$ cat config.mk
export PLATFORM = sky130hd
export DESIGN_NAME = pe_control_v2
export DESIGN_NICKNAME = d
export VERILOG_FILES = /design/src/rtl/pe_control_v2.sv
export SDC_FILE = /design/constraint.sdc
export NUM_CORES = 1
export LEC_CHECK = 0
export ABC_AREA = 1
export CORE_ASPECT_RATIO = 0.6
export CORE_UTILIZATION = 55
export DETAILED_ROUTE_END_ITERATION = 8
export PLACE_DENSITY = 0.79
export REMOVE_ABC_BUFFERS = 1
export SYNTH_ARGS = -nofsm -noshare
export SYNTH_HDL_FRONTEND = slang
export SYNTH_SLANG_ARGS = --single-unit
$ cat constraint.sdc
create_clock -name i_clk -period 6.8 [get_ports i_clk]
set_input_delay 1.36 -clock i_clk [delete_from_list [all_inputs] [get_ports i_clk]]
set_output_delay 1.36 -clock i_clk [all_outputs]
set_load 0.02 [all_outputs]
$ cat src/rtl/pe_control_v2.sv
// Eyeriss PE controller: decodes TOP CTRL instructions and sequences spad addresses/enables; one-cycle DEC after accept.
// FIFO readies depend on state only; stalls freeze counters. Optional psum drain path enabled by PE_CTRL_DRAIN_EN.
module pe_control_v2 #(
  parameter int DIM_BITWIDTH        = 3,
  parameter int IFMAP_ADDR_BITWIDTH = 4,
  parameter int WGHT_ADDR_BITWIDTH  = 8,
  parameter int PSUM_ADDR_BITWIDTH  = 5
) (
  input  logic                           i_clk,
  input  logic                           i_rst_n,
  input  logic [2:0]                     i_opcode,
  input  logic [3*DIM_BITWIDTH-1:0]      i_conv_info,
  input  logic                           i_inst_valid,
  output logic                           o_inst_ready,
  input  logic                           i_ifmap_fifo_valid,
  output logic                           o_ifmap_fifo_ready,
  input  logic                           i_wght_fifo_valid,
  output logic                           o_wght_fifo_ready,
  input  logic                           i_psum_in_fifo_valid,
  output logic                           o_psum_in_fifo_ready,
  output logic                           o_psum_out_valid,
  input  logic                           i_psum_out_fifo_ready,
  output logic                           o_ifmap_mux_select,
  output logic                           o_wght_mux_select,
  output logic                           o_psum_in_mux_select,
  output logic                           o_psum_out_demux_select,
  output logic [IFMAP_ADDR_BITWIDTH-1:0] o_ifmap_ra,
  output logic [IFMAP_ADDR_BITWIDTH-1:0] o_ifmap_wa,
  output logic [WGHT_ADDR_BITWIDTH-1:0]  o_wght_ra,
  output logic [WGHT_ADDR_BITWIDTH-1:0]  o_wght_wa,
  output logic [PSUM_ADDR_BITWIDTH-1:0]  o_psum_ra,
  output logic [PSUM_ADDR_BITWIDTH-1:0]  o_psum_wa,
  output logic                           o_ifmap_we,
  output logic                           o_wght_we,
  output logic                           o_psum_we,
  output logic                           o_acc_sel,
  output logic                           o_rst_psum,
  output logic                           o_err
);

  localparam int D  = DIM_BITWIDTH;
  localparam int CW = 3 * DIM_BITWIDTH;
  localparam int IW = IFMAP_ADDR_BITWIDTH;
  localparam int WW = WGHT_ADDR_BITWIDTH;
  localparam int PW = PSUM_ADDR_BITWIDTH;
  localparam logic [D-1:0]  D_ONE = 1;
  localparam logic [CW-1:0] C_ONE = 1;

  localparam logic [2:0] OP_NOP = 3'b000, OP_SET = 3'b001, OP_LD_IFMAP = 3'b010,
                         OP_LD_WGHT = 3'b011, OP_CONV = 3'b100, OP_ACC = 3'b101,
                         OP_DRAIN = 3'b110;

  typedef enum logic [2:0] {
    S_IDLE, S_DEC, S_LD_IFMAP, S_LD_WGHT, S_CONV, S_ACC, S_DRAIN
  } state_t;

  state_t        state_q, state_d;
  logic [2:0]    opcode_q;
  logic [CW-1:0] info_q;
  logic [D-1:0]  cfg_p, cfg_q, cfg_s;
  logic          cfg_valid;
  logic          err_q;
  logic [CW-1:0] cnt_q, cnt_d;
  logic [D-1:0]  p_q, p_d, q_q, q_d, s_q, s_d;
  logic [CW-1:0] qs_q, qs_d;

  // Capacity check on the pending SET operands, products at full width.
  logic [D-1:0]  in_p, in_q, in_s;
  logic [CW-1:0] prod_qs, prod_pqs;
  logic          set_ok;
  assign in_p     = info_q[3*D-1:2*D];
  assign in_q     = info_q[2*D-1:D];
  assign in_s     = info_q[D-1:0];
  assign prod_qs  = CW'(in_q) * CW'(in_s);
  assign prod_pqs = prod_qs * CW'(in_p);
  assign set_ok   = (|in_p) && (|in_q) && (|in_s)
                 && (64'(prod_qs)  <= (64'd1 << IW))
                 && (64'(prod_pqs) <= (64'd1 << WW))
                 && (64'(in_p)     <= (64'd1 << PW));

  logic [CW-1:0] n_ifmap, n_wght;
  assign n_ifmap = CW'(cfg_q) * CW'(cfg_s);
  assign n_wght  = n_ifmap * CW'(cfg_p);

  logic op_legal;
  always_comb begin
    op_legal = 1'b0;
    case (opcode_q)
      OP_NOP, OP_SET:                   op_legal = 1'b1;
      OP_LD_IFMAP, OP_LD_WGHT, OP_CONV,
      OP_ACC:                           op_legal = cfg_valid;
`ifdef PE_CTRL_DRAIN_EN
      OP_DRAIN:                         op_legal = cfg_valid;
`endif
      default:                          op_legal = 1'b0;
    endcase
  end

`ifndef PE_CTRL_DRAIN_EN
  logic unused_drain_rdy;
  assign unused_drain_rdy = i_psum_out_fifo_ready;
`endif

  always_ff @(posedge i_clk or negedge i_rst_n) begin
    if (!i_rst_n) begin
      state_q   <= S_IDLE;
      opcode_q  <= OP_NOP;
      info_q    <= '0;
      cfg_p     <= '0;
      cfg_q     <= '0;
      cfg_s     <= '0;
      cfg_valid <= 1'b0;
      err_q     <= 1'b0;
      cnt_q     <= '0;
      p_q       <= '0;
      q_q       <= '0;
      s_q       <= '0;
      qs_q      <= '0;
    end else begin
      state_q <= state_d;
      cnt_q   <= cnt_d;
      p_q     <= p_d;
      q_q     <= q_d;
      s_q     <= s_d;
      qs_q    <= qs_d;
      if (state_q == S_IDLE && i_inst_valid) begin
        opcode_q <= i_opcode;
        info_q   <= i_conv_info;
      end
      if (state_q == S_DEC) begin
        if (opcode_q == OP_SET) begin
          if (set_ok) begin
            cfg_p     <= in_p;
            cfg_q     <= in_q;
            cfg_s     <= in_s;
            cfg_valid <= 1'b1;
            err_q     <= 1'b0;
          end else begin
            err_q <= 1'b1;
          end
        end else if (!op_legal) begin
          err_q <= 1'b1;
        end
      end
    end
  end

  always_comb begin
    state_d                 = state_q;
    cnt_d                   = cnt_q;
    p_d                     = p_q;
    q_d                     = q_q;
    s_d                     = s_q;
    qs_d                    = qs_q;
    o_inst_ready            = 1'b0;
    o_ifmap_fifo_ready      = 1'b0;
    o_wght_fifo_ready       = 1'b0;
    o_psum_in_fifo_ready    = 1'b0;
    o_psum_out_valid        = 1'b0;
    o_ifmap_mux_select      = 1'b0;
    o_wght_mux_select       = 1'b0;
    o_psum_in_mux_select    = 1'b0;
    o_psum_out_demux_select = 1'b0;
    o_ifmap_ra              = '0;
    o_ifmap_wa              = '0;
    o_wght_ra               = '0;
    o_wght_wa               = '0;
    o_psum_ra               = '0;
    o_psum_wa               = '0;
    o_ifmap_we              = 1'b0;
    o_wght_we               = 1'b0;
    o_psum_we               = 1'b0;
    o_acc_sel               = 1'b0;
    o_rst_psum              = 1'b0;
    case (state_q)
      S_IDLE: begin
        o_inst_ready = 1'b1;
        if (i_inst_valid) state_d = S_DEC;
      end
      S_DEC: begin
        state_d = S_IDLE;
        if (op_legal) begin
          case (opcode_q)
            OP_LD_IFMAP: state_d = S_LD_IFMAP;
            OP_LD_WGHT:  state_d = S_LD_WGHT;
            OP_CONV:     state_d = S_CONV;
            OP_ACC:      state_d = S_ACC;
`ifdef PE_CTRL_DRAIN_EN
            OP_DRAIN:    state_d = S_DRAIN;
`endif
            default:     state_d = S_IDLE;
          endcase
        end
      end
      S_LD_IFMAP: begin
        o_ifmap_fifo_ready = 1'b1;
        o_ifmap_mux_select = 1'b1;
        o_ifmap_wa         = IW'(cnt_q);
        if (i_ifmap_fifo_valid) begin
          o_ifmap_we = 1'b1;
          if (cnt_q == n_ifmap - C_ONE) begin
            cnt_d   = '0;
            state_d = S_IDLE;
          end else begin
            cnt_d = cnt_q + C_ONE;
          end
        end
      end
      S_LD_WGHT: begin
        o_wght_fifo_ready = 1'b1;
        o_wght_mux_select = 1'b1;
        o_wght_wa         = WW'(cnt_q);
        if (i_wght_fifo_valid) begin
          o_wght_we = 1'b1;
          if (cnt_q == n_wght - C_ONE) begin
            cnt_d   = '0;
            state_d = S_IDLE;
          end else begin
            cnt_d = cnt_q + C_ONE;
          end
        end
      end
      S_CONV: begin
        // qs tracks q*S+s so only the weight address needs a multiply.
        o_ifmap_ra = IW'(qs_q);
        o_wght_ra  = WW'(qs_q * CW'(cfg_p) + CW'(p_q));
        o_psum_ra  = PW'(p_q);
        o_psum_wa  = PW'(p_q);
        o_psum_we  = 1'b1;
        o_rst_psum = (q_q == '0) && (s_q == '0);
        if (s_q == cfg_s - D_ONE) begin
          s_d = '0;
          if (q_q == cfg_q - D_ONE) begin
            q_d  = '0;
            qs_d = '0;
            if (p_q == cfg_p - D_ONE) begin
              p_d     = '0;
              state_d = S_IDLE;
            end else begin
              p_d = p_q + D_ONE;
            end
          end else begin
            q_d  = q_q + D_ONE;
            qs_d = qs_q + C_ONE;
          end
        end else begin
          s_d  = s_q + D_ONE;
          qs_d = qs_q + C_ONE;
        end
      end
      S_ACC: begin
        o_psum_in_fifo_ready = 1'b1;
        o_psum_in_mux_select = 1'b1;
        o_acc_sel            = 1'b1;
        o_psum_ra            = PW'(p_q);
        o_psum_wa            = PW'(p_q);
        if (i_psum_in_fifo_valid) begin
          o_psum_we = 1'b1;
          if (p_q == cfg_p - D_ONE) begin
            p_d     = '0;
            state_d = S_IDLE;
          end else begin
            p_d = p_q + D_ONE;
          end
        end
      end
`ifdef PE_CTRL_DRAIN_EN
      S_DRAIN: begin
        o_psum_out_valid        = 1'b1;
        o_psum_out_demux_select = 1'b1;
        o_psum_ra               = PW'(p_q);
        if (i_psum_out_fifo_ready) begin
          if (p_q == cfg_p - D_ONE) begin
            p_d     = '0;
            state_d = S_IDLE;
          end else begin
            p_d = p_q + D_ONE;
          end
        end
      end
`endif
      default: state_d = S_IDLE;
    endcase
  end

  assign o_err = err_q;

endmodule

# Word-level counts from Yosys, hierarchy flattened
# Index checks and enable logic that the tools add are counted.
totals:
  ramBits: 0
  latchBits: 0
  mem_bits_ro: 0
  mem_count: 0
  out_inout_bits: 49
  word_cells: 125
  in_bits: 19
  reg_bits: 53
classes:
  multipliers: 5
  n_mux: 46
  reduce_logical: 24
  n_addsub: 11
  bitwise_logic: 0
  eq_ne: 24
  n_div: 0
  n_shift: 0
  magnitude_cmp: 2
ops:
  columns: ["operator", "count"]
  rows:
  - ["9-bit two-way mux", 6]
  - ["3-bit two-way mux", 17]
  - ["9-bit by 1-bit adder with 9-bit output, second input constant", 2]
  - ["9-bit equality test", 2]
  - ["6-bit by 3-bit multiplier with 9-bit output", 2]
  - ["3-bit case mux with 6 select lines", 1]
  - ["9-bit case mux with 2 select lines", 1]
  - ["8-bit two-way mux", 2]
  - ["2-bit != test, second input constant", 8]
  - ["1-bit two-way mux", 13]
  - ["3-bit by 2-bit equality test with 1-bit output, second input constant", 4]
  - ["3-bit equality test, second input constant", 4]
  - ["3-bit zero test", 4]
  - ["3-bit by 3-bit multiplier with 6-bit output", 2]
  - ["3-bit case mux with 4 select lines", 1]
  - ["3-bit by 1-bit adder with 3-bit output, second input constant", 3]
  - ["3-bit equality test", 3]
  - ["9-bit <= comparator, second input constant", 1]
  - ["9-bit by 3-bit multiplier with 8-bit output", 1]
  - ["3-bit OR reduction", 3]
  - ["3-bit by 1-bit subtractor with 3-bit output, second input constant", 3]
  - ["9-bit by 1-bit subtractor with 9-bit output, second input constant", 1]
  - ["8-bit by 3-bit adder with 8-bit output", 1]
  - ["4-bit two-way mux", 2]
  - ["other kinds (14)", 25]

# Depth between registers and ports, before layout
# Gate-level depths: netlist of the first run.
logic_depth:
  word_depth: 7
  mapped_depth: 26
  depth_no_buf: 25

# Worst setup path after synthesis of the first run
# Ideal clock, no wire load.
synth_path:
  kind: "reg2out"
  start: "register cfg_p[2]"
  end: "output port o_wght_ra[6]"
  slack_ns: 2.409
  arrival_ns: 3.031
  t_required_ns: 5.440
  path_buffers: 2
  path_stages_with_launch: 14
  cell_sequence: "dfrtp_1 > buf_2 > clkbuf_1 > nand2_1 > fa_1 > fa_1 > inv_1 > ha_1 > nand3_1 > nand3_1 > a21o_1 > a21oi_1 > xor2_1 > nor2_1"
synth_between:
  elab_chain_cells: 3
synth_lines:
  columns: ["element", "line", "source"]
  rows:
  - ["from (decl)", "60", "logic [D-1:0] cfg_p, cfg_q, cfg_s;"]
  - ["from (signal assigned)", "133", "cfg_p <= in_p;"]
  - ["9-bit by 3-bit multiplier with 8-bit output", "226", "o_wght_ra = WW'(qs_q * CW'(cfg_p) + CW'(p_q));"]
  - ["8-bit by 3-bit adder with 8-bit output", "226", null]
  - ["8-bit two-way mux", "175", "case (state_q)"]
  - ["to (decl)", "29", "output logic [WGHT_ADDR_BITWIDTH-1:0] o_wght_ra,"]
# Every way passes these cells.

# Worst setup path after layout of the first run
layout_path:
  start: "register cfg_p[2]"
  end: "output port o_wght_ra[7]"
# Same word-level chain as after synthesis.

==> impl_metrics.csv, run 1 <==
group,metric,value,unit
run_status,status,"completed",
clocking,clock_latency,0.30,ns
routing,drtPass1Iterations,5,
timing,max_slew.worst_pin.slew,0.845,ns
floorplanning,ios,68,
timing,finClkSkew,0.00591,ns
power,power.density,475,mW/mm^2
worst_setup_path,r2r-end,"cfg_q[2]",
clocking,cts_hold_buf,0,
clocking,cts_resized,0,
timing,final.min_clock_period,5.28,ns
final_layout,layout.cells.non_filler,988,
place,dp_cells,980,
routing,wirelength,13.1,mm
logic_synthesis,ys_types,46,
timing,setup_ws,1.52,ns
final_layout,fin_nets,949,
logic_synthesis,synth-seq-area-share,23.0,%
timing,tns,0,ns
logic_synthesis,synthCells,808,
routing,drtIter0Drc,488,
global_route,grt_pass1_vias,4886,
clocking,cts.reportedPaths.clkPinSlew,0.07,ns
floorplanning,placementRows,28,
min_path,worstHoldPathType,"reg2reg",
routing,drc,0,
logic_synthesis,netlist_area,0.00565,sq mm
global_route,grt_usage,26.0,%
floorplanning,die-height,80.5,microns
routing,postRouteAntennaNets,0,
routing,routed_via_density,5.22,
worst_setup_path,r2r_slack,1.88,ns
worst_setup_path,arrival,3.92,ns
place,io_buffers,60,
place,pre_cts_ws,1.84,ns
flow_run,cap_violations,0,
clocking,numCtsBuffers,5,
floorplanning,initial_utilization,57.0,%
timing,hold_violations,0,
min_path,holdPathEnd,"state_q[2]",
clocking,clockBufferDepth,2,
timing,post-route-period-util,77.6,%
timing,max_freq,189,MHz
place,gp_congestion,0.906,
logic_synthesis,yosysTopAreaCell,"dfrtp_1",
logic_synthesis,ys_ff_latch,52,
floorplanning,dieArea,0.0107,sq mm
final_layout,fillers,830,
worst_setup_path,cp-start-kind,"flop",
timing,rsz0062_at_grt,"no",
routing,num_vias,5154,
power,peakVddDrop,0.412,mV
worst_setup_path,crit_required,5.44,ns
final_layout,antennaDiodeCount,0,
clocking,cts_setup_buffers,0,
min_path,hp-start,"opcode_q[2]",
floorplanning,core,0.00991,sq mm
floorplanning,chipWidth,133,microns
worst_setup_path,r2r_cells,17,
logic_synthesis,synth_area_leaders,"dfrtp_1, nand2_1, ha_1",
clocking,htree_levels,2,
power,leakage,3.58,nW
global_route,grt_pass1_wl,22.3,mm
timing,slew-limit-headroom,43.3,%
global_route,grt_max_degree,53,
place,dpl.hpwl,10.3,mm
global_route,overflow,0,
logic_synthesis,synth_top_area_share,23.0,%
worst_setup_path,path_max_fanout,15,
worst_setup_path,r2r-start,"info_q[3]",
routing,detail_route.wl_per_cell,13.3,microns
final_layout,drive_gt1_share,5.04,%
worst_setup_path,crit_type,"reg2out",
clocking,cts_sinks,52,
timing,setup_viol_count_final,0,
timing,maxSlewViolCount,0,
clocking,cts_tree,"yes",
worst_setup_path,endpoint_kind,"output port",
final_layout,areaGrowthSynthToFinish,13.7,%
logic_synthesis,yosys_warnings,0,
clocking,clockRootBuffer,"clkbuf_16",
logic_synthesis,syn_area_per_cell,6.99,sq um
global_route,antenna_found_initial,0,
min_path,hold-path-cell-count,2,
==> worst max-delay path: stages, from the launching register on <==
cell	delay [ns]
dfrtp_1	0.69
nand2_1	0.16
fa_1	0.59
fa_1	0.47
fa_1	0.43
inv_1	0.11
nand3_1	0.09
nand2_1	0.12
a21o_1	0.13
a21oi_1	0.07
o21ai_0	0.17
a21oi_1	0.06
clkdlybuf4s50_1	0.53
==> cell type report <==
cell class	instances	area [sq um]	area share (%)
Multi-Input combinational cell	565	3550	55.3
Clock inverter	2	38.8	0.604
Timing Repair Buffer	61	603	9.39
Clock buffer	6	129	2.01
Sequential cell	52	1300	20.3
Tap cell	135	169	2.63
Inverter	167	629	9.80
==> cell families after synthesis <==
| logic type | synth area share [%] |
|---|---|
| simple gates | 29.6 |
| buf+inv | 14.4 |
| fa+ha+maj | 20.1 |
| compound gates | 6.42 |
| flops | 23.0 |
| xor+xnor | 5.58 |
| mux | 0.797 |
| other cells | 0.0664 |
==> power by group <==
group          leakage, nW  internal, W  switching (W)
Clock               0.0815     0.000176       0.000121
Sequential           0.654     0.000410       0.000185
Combinational         2.85     0.000864        0.00129
Total                 3.58      0.00145        0.00160
==> layer usage <==
layer,vias up,GRT usage (%),wire [microns]
met3,17,3.35,826
met4,0,5.75,127
li1,2552,-,-
met5,-,0,0
met2,179,42.0,5740
met1,2406,37.2,6440
==> worst max path at each step <==
| stage | startpoint | endpoint | slack (ns) | depth (start not counted) |
|---|---|---|---|---|
| after floorplan | cfg_p[2] | o_wght_ra[6] | 2.57 | 11 |
| after global placement | cfg_p[2] | o_wght_ra[6] | 1.96 | 12 |
| after detailed placement | cfg_p[2] | o_wght_ra[6] | 1.84 | 12 |
| after CTS | cfg_p[2] | o_wght_ra[6] | 1.51 | 12 |
| after global routing | cfg_p[2] | o_wght_ra[7] | 1.19 | 12 |
| final | cfg_p[2] | o_wght_ra[7] | 1.52 | 12 |
==> Yosys cell counts (all sizes together) <==
cell type and instances:
conb 1, buf 22, nand2 223, o21bai 1
clkinv 2, a31oi 1, a31o 1, o31ai 2
a21o 5, nor2 76, o21ai 20, o211ai 1
fa 21, nand3 51, xor2 19, mux2 4
xnor2 17, dfrtp 52, clkbuf 7, nand3b 1
o311a 1, inv 165, nor3 5, and3 2
nand4 13, a21oi 31, ha 57, or2 2
nor4 5
==> layout by cell type, fill, tap and decap left out, types with 3 or more instances in the layout <==
cell	count
nand2_1	214
inv_1	160
nor2_1	71
clkdlybuf4s50_1	59
ha_1	57
dfrtp_1	52
nand3_1	49
a21oi_1	30
fa_1	21
xor2_1	19
o21ai_0	17
xnor2_1	17
nand4_1	13
nand2_2	9
conb_1	6
a21o_1	5
clkbuf_16	5
inv_2	4
nor3_1	4
mux2_2	4
nor2_2	3
nor4_4	3
==> through the flow <==
stage / hold WS [ns] / total power (W) / cell area, sq um / util, %
finish: 0.559 / 0.00305 / 6420 / 64.8
global route: 0.610 / 0.00340 / 6420 / 64.8
CTS: 0.557 / 0.00303 / 6420 / 64.8
detailed placement: 0.533 / 0.00271 / 6250 / 63.1
global placement: 0.533 / 0.00261 / 6250 / 63.1
floorplan: 0.499 / 0.00221 / 5480 / -
==> flip-flops by register name, indices dropped and copies added (netlist names) <==
signal and count:
cfg_p 3, cfg_q 3, cfg_s 3, cfg_valid 1
cnt_q 9, info_q 9, o_err 1, opcode_q 3
p_q 3, q_q 3, qs_q 8, s_q 3
state_q 3
Note: power is estimated with default switching activity, not from simulation.
==> run 2, diff against run 1 <==
Settings changed: CORE_UTILIZATION 55 to 52, PLACE_DENSITY 0.79 to 0.78.
Clock period 6.8 ns to 4.75 ns, I/O delays scaled along.
==> run 2 against run 1 <==
Net effect: sequential power up 34%; largest power group unchanged; critical endpoint is now o_wght_ra[6]; non-clock buffer count up 13; sequential cell count unchanged.
==> impl_metrics.csv, run 2 (synthesized netlist as in run 1, its figures left out) <==
group,metric,value,unit
run_status,status,"completed",
routing,routed_via_density,5.02,
worst_setup_path,cp_slowest_cell,"clkdlybuf4s50_1",
final_layout,fin_nets,962,
power,swShare,51.7,%
timing,max_freq,222,MHz
global_route,grt_usage,24.5,%
worst_setup_path,path_max_fanout,8,
floorplanning,chipWidth,137,microns
global_route,grt_pass1_vias,4521,
timing,slew-limit-headroom,54.3,%
timing,hold_violations,0,
power,p_clk_share,9.2,%
worst_setup_path,slowest_delay,0.60,ns
global_route,grt_max_degree,46,
routing,num_vias,5041,
global_route,antenna_found_initial,0,
place,dp_cells,996,
clocking,cts_hold_buf,0,
final_layout,layout.cells.non_filler,1005,
worst_setup_path,r2r_cells,20,
clocking,clockBufferDepth,2,
timing,maxSlewViolCount,0,
clocking,cts_tree,"yes",
worst_setup_path,crit_required,3.80,ns
global_route,grt_pass1_wl,21.5,mm
power,seq_power_share,18.1,%
place,dpl.hpwl,10.2,mm
timing,tns,0,ns
clocking,cts_sinks,52,
timing,rsz0062_at_grt,"no",
final_layout,areaGrowthSynthToFinish,16.0,%
power,peakVddDrop,0.620,mV
timing,post-route-period-util,94.7,%
clocking,clock_latency,0.29,ns
routing,postRouteAntennaNets,0,
floorplanning,dieArea,0.0113,sq mm
place,gp_congestion,0.903,
place,io_buffers,60,
worst_setup_path,crit_type,"reg2out",
final_layout,post-route-util,62.1,%
floorplanning,initial_utilization,53.5,%
final_layout,layout_commonest_cell,"nand2_1",
timing,finClkSkew,0.00393,ns
routing,detail_route.wl_per_cell,12.6,microns
worst_setup_path,arrival,3.55,ns
power,p_switching,0.00229,W
power,p_int,0.00213,W
worst_setup_path,path_cells,"nand2_1 -> fa_1 -> fa_1 -> inv_1 -> ha_1 -> nand3_1 -> nand3_1 -> a21o_1 -> a21oi_1 -> xor2_1 -> nor2_1 -> clkdlybuf4s50_1",
clocking,htree_levels,2,
final_layout,drive_gt1_share,7.27,%
floorplanning,die-height,82.7,microns
timing,final.min_clock_period,4.50,ns
clocking,numCtsBuffers,5,
worst_setup_path,cp-start-kind,"flop",
floorplanning,ios,68,
clocking,clockRootBuffer,"clkbuf_16",
final_layout,mostFrequentLayoutCells,"nand2_1, inv_1, nor2_1",
floorplanning,placementRows,29,
timing,fin_hold_ws,0.509,ns
power,p_comb_share,72.8,%
global_route,overflow,0,
timing,setup_viol_count_final,0,
min_path,worstHoldPathType,"in2async",
timing,max_slew.worst_pin.slew,0.684,ns
power,power.density,675,mW/mm^2
routing,drtPass1Iterations,5,
flow_run,cap_violations,0,
clocking,cts.reportedPaths.clkPinSlew,0.06,ns
routing,drc,0,
worst_setup_path,r2r-start,"cfg_s[1]",
final_layout,top_regs,"cnt_q x9, info_q x9, qs_q x8",
floorplanning,core,0.0106,sq mm
power,leakage,3.64,nW
final_layout,antennaDiodeCount,0,
routing,wirelength,12.7,mm
worst_setup_path,r2r_slack,0.35,ns
worst_setup_path,r2r-end,"cnt_q[6]",
worst_setup_path,endpoint_kind,"output port",
routing,drtIter0Drc,374,
==> run 2: through the flow <==
step	worst slack [ns]	power [W]	instance area [sq um]
CTS	0.154	0.00436	6510
detailed placement	0.205	0.00393	6350
finish	0.252	0.00442	6550
floorplan	0.567	0.00316	5480
global route	0.0176	0.00497	6550
global placement	0.327	0.00387	6350
==> run 2: what timing repair did <==
| item | 4_1_cts | 5_1_grt |
|---|---|---|
| gates resized for setup | 0 | 8 |
| setup buffers | 0 | 1 |
| hold endpoints to repair | 0 | 0 |
| setup endpoints to repair | 0 | 13 |
==> run 2: worst max path at each step <==
stage             start      endpoint  slack (ns)  cells past startpoint
5_1_grt        cfg_s[1]      cnt_q[8]        0.02                     22
2_1_floorplan  cfg_q[0]      cnt_q[2]        0.57                     25
3_3_place_gp   cfg_s[1]      cnt_q[7]        0.33                     25
3_5_place_dp   cfg_s[1]      cnt_q[6]        0.21                     25
6_report       cfg_p[1]  o_wght_ra[6]        0.25                     12
4_1_cts        cfg_p[1]  o_wght_ra[6]        0.15                     12
==> run 2: power groups by stage <==
| stage | Combinational (W) | Sequential [W] | Clock (W) |
|---|---|---|---|
| after floorplan | 0.00239 | 0.000768 | 0 |
| after global placement | 0.00308 | 0.000795 | 0 |
| after detailed placement | 0.00314 | 0.000798 | 0 |
| after CTS | 0.00316 | 0.000793 | 0.000410 |
| after global routing | 0.00372 | 0.000824 | 0.000433 |
| final | 0.00322 | 0.000799 | 0.000405 |
==> run 2: layout make-up <==
type | instances | area [sq um]
sequential | 52 | 1300
clock inverter | 2 | 35.0
multi-input combinational | 565 | 3580
clock buffer | 6 | 129
tap | 139 | 174
timing repair buffer | 74 | 701
fill | 954 | 4010
inverter | 167 | 629
==> run 2: critical path: cells and delay by family (launching register included) <==
family                     cells  cell delay, ns
buffers and inverters          2            0.65
xor gates and xnor gates       1            0.09
DFF                            1            0.45
AOI/OAI and AO/OA              2            0.34
adders and majority gates      3            1.35
and+or+nand+nor                4            0.37
==> run 2: per-layer routing <==
| layer | up-vias | share of wire [%] | global-route usage (%) |
|---|---|---|---|
| li1 | 2587 | - | - |
| met3 | 11 | 6.7 | 3.42 |
| met4 | 0 | 0.69 | 4.00 |
| met2 | 146 | 40 | 36.1 |
| met1 | 2297 | 53 | 37.9 |
| met5 | - | 0 | 0 |
==> run 3, diff against run 2 <==
Settings changed: TNS_END_PERCENT set to 5.
==> results of run 3 <==
The final DEF is identical to that of run 2; final timing and power are the same.
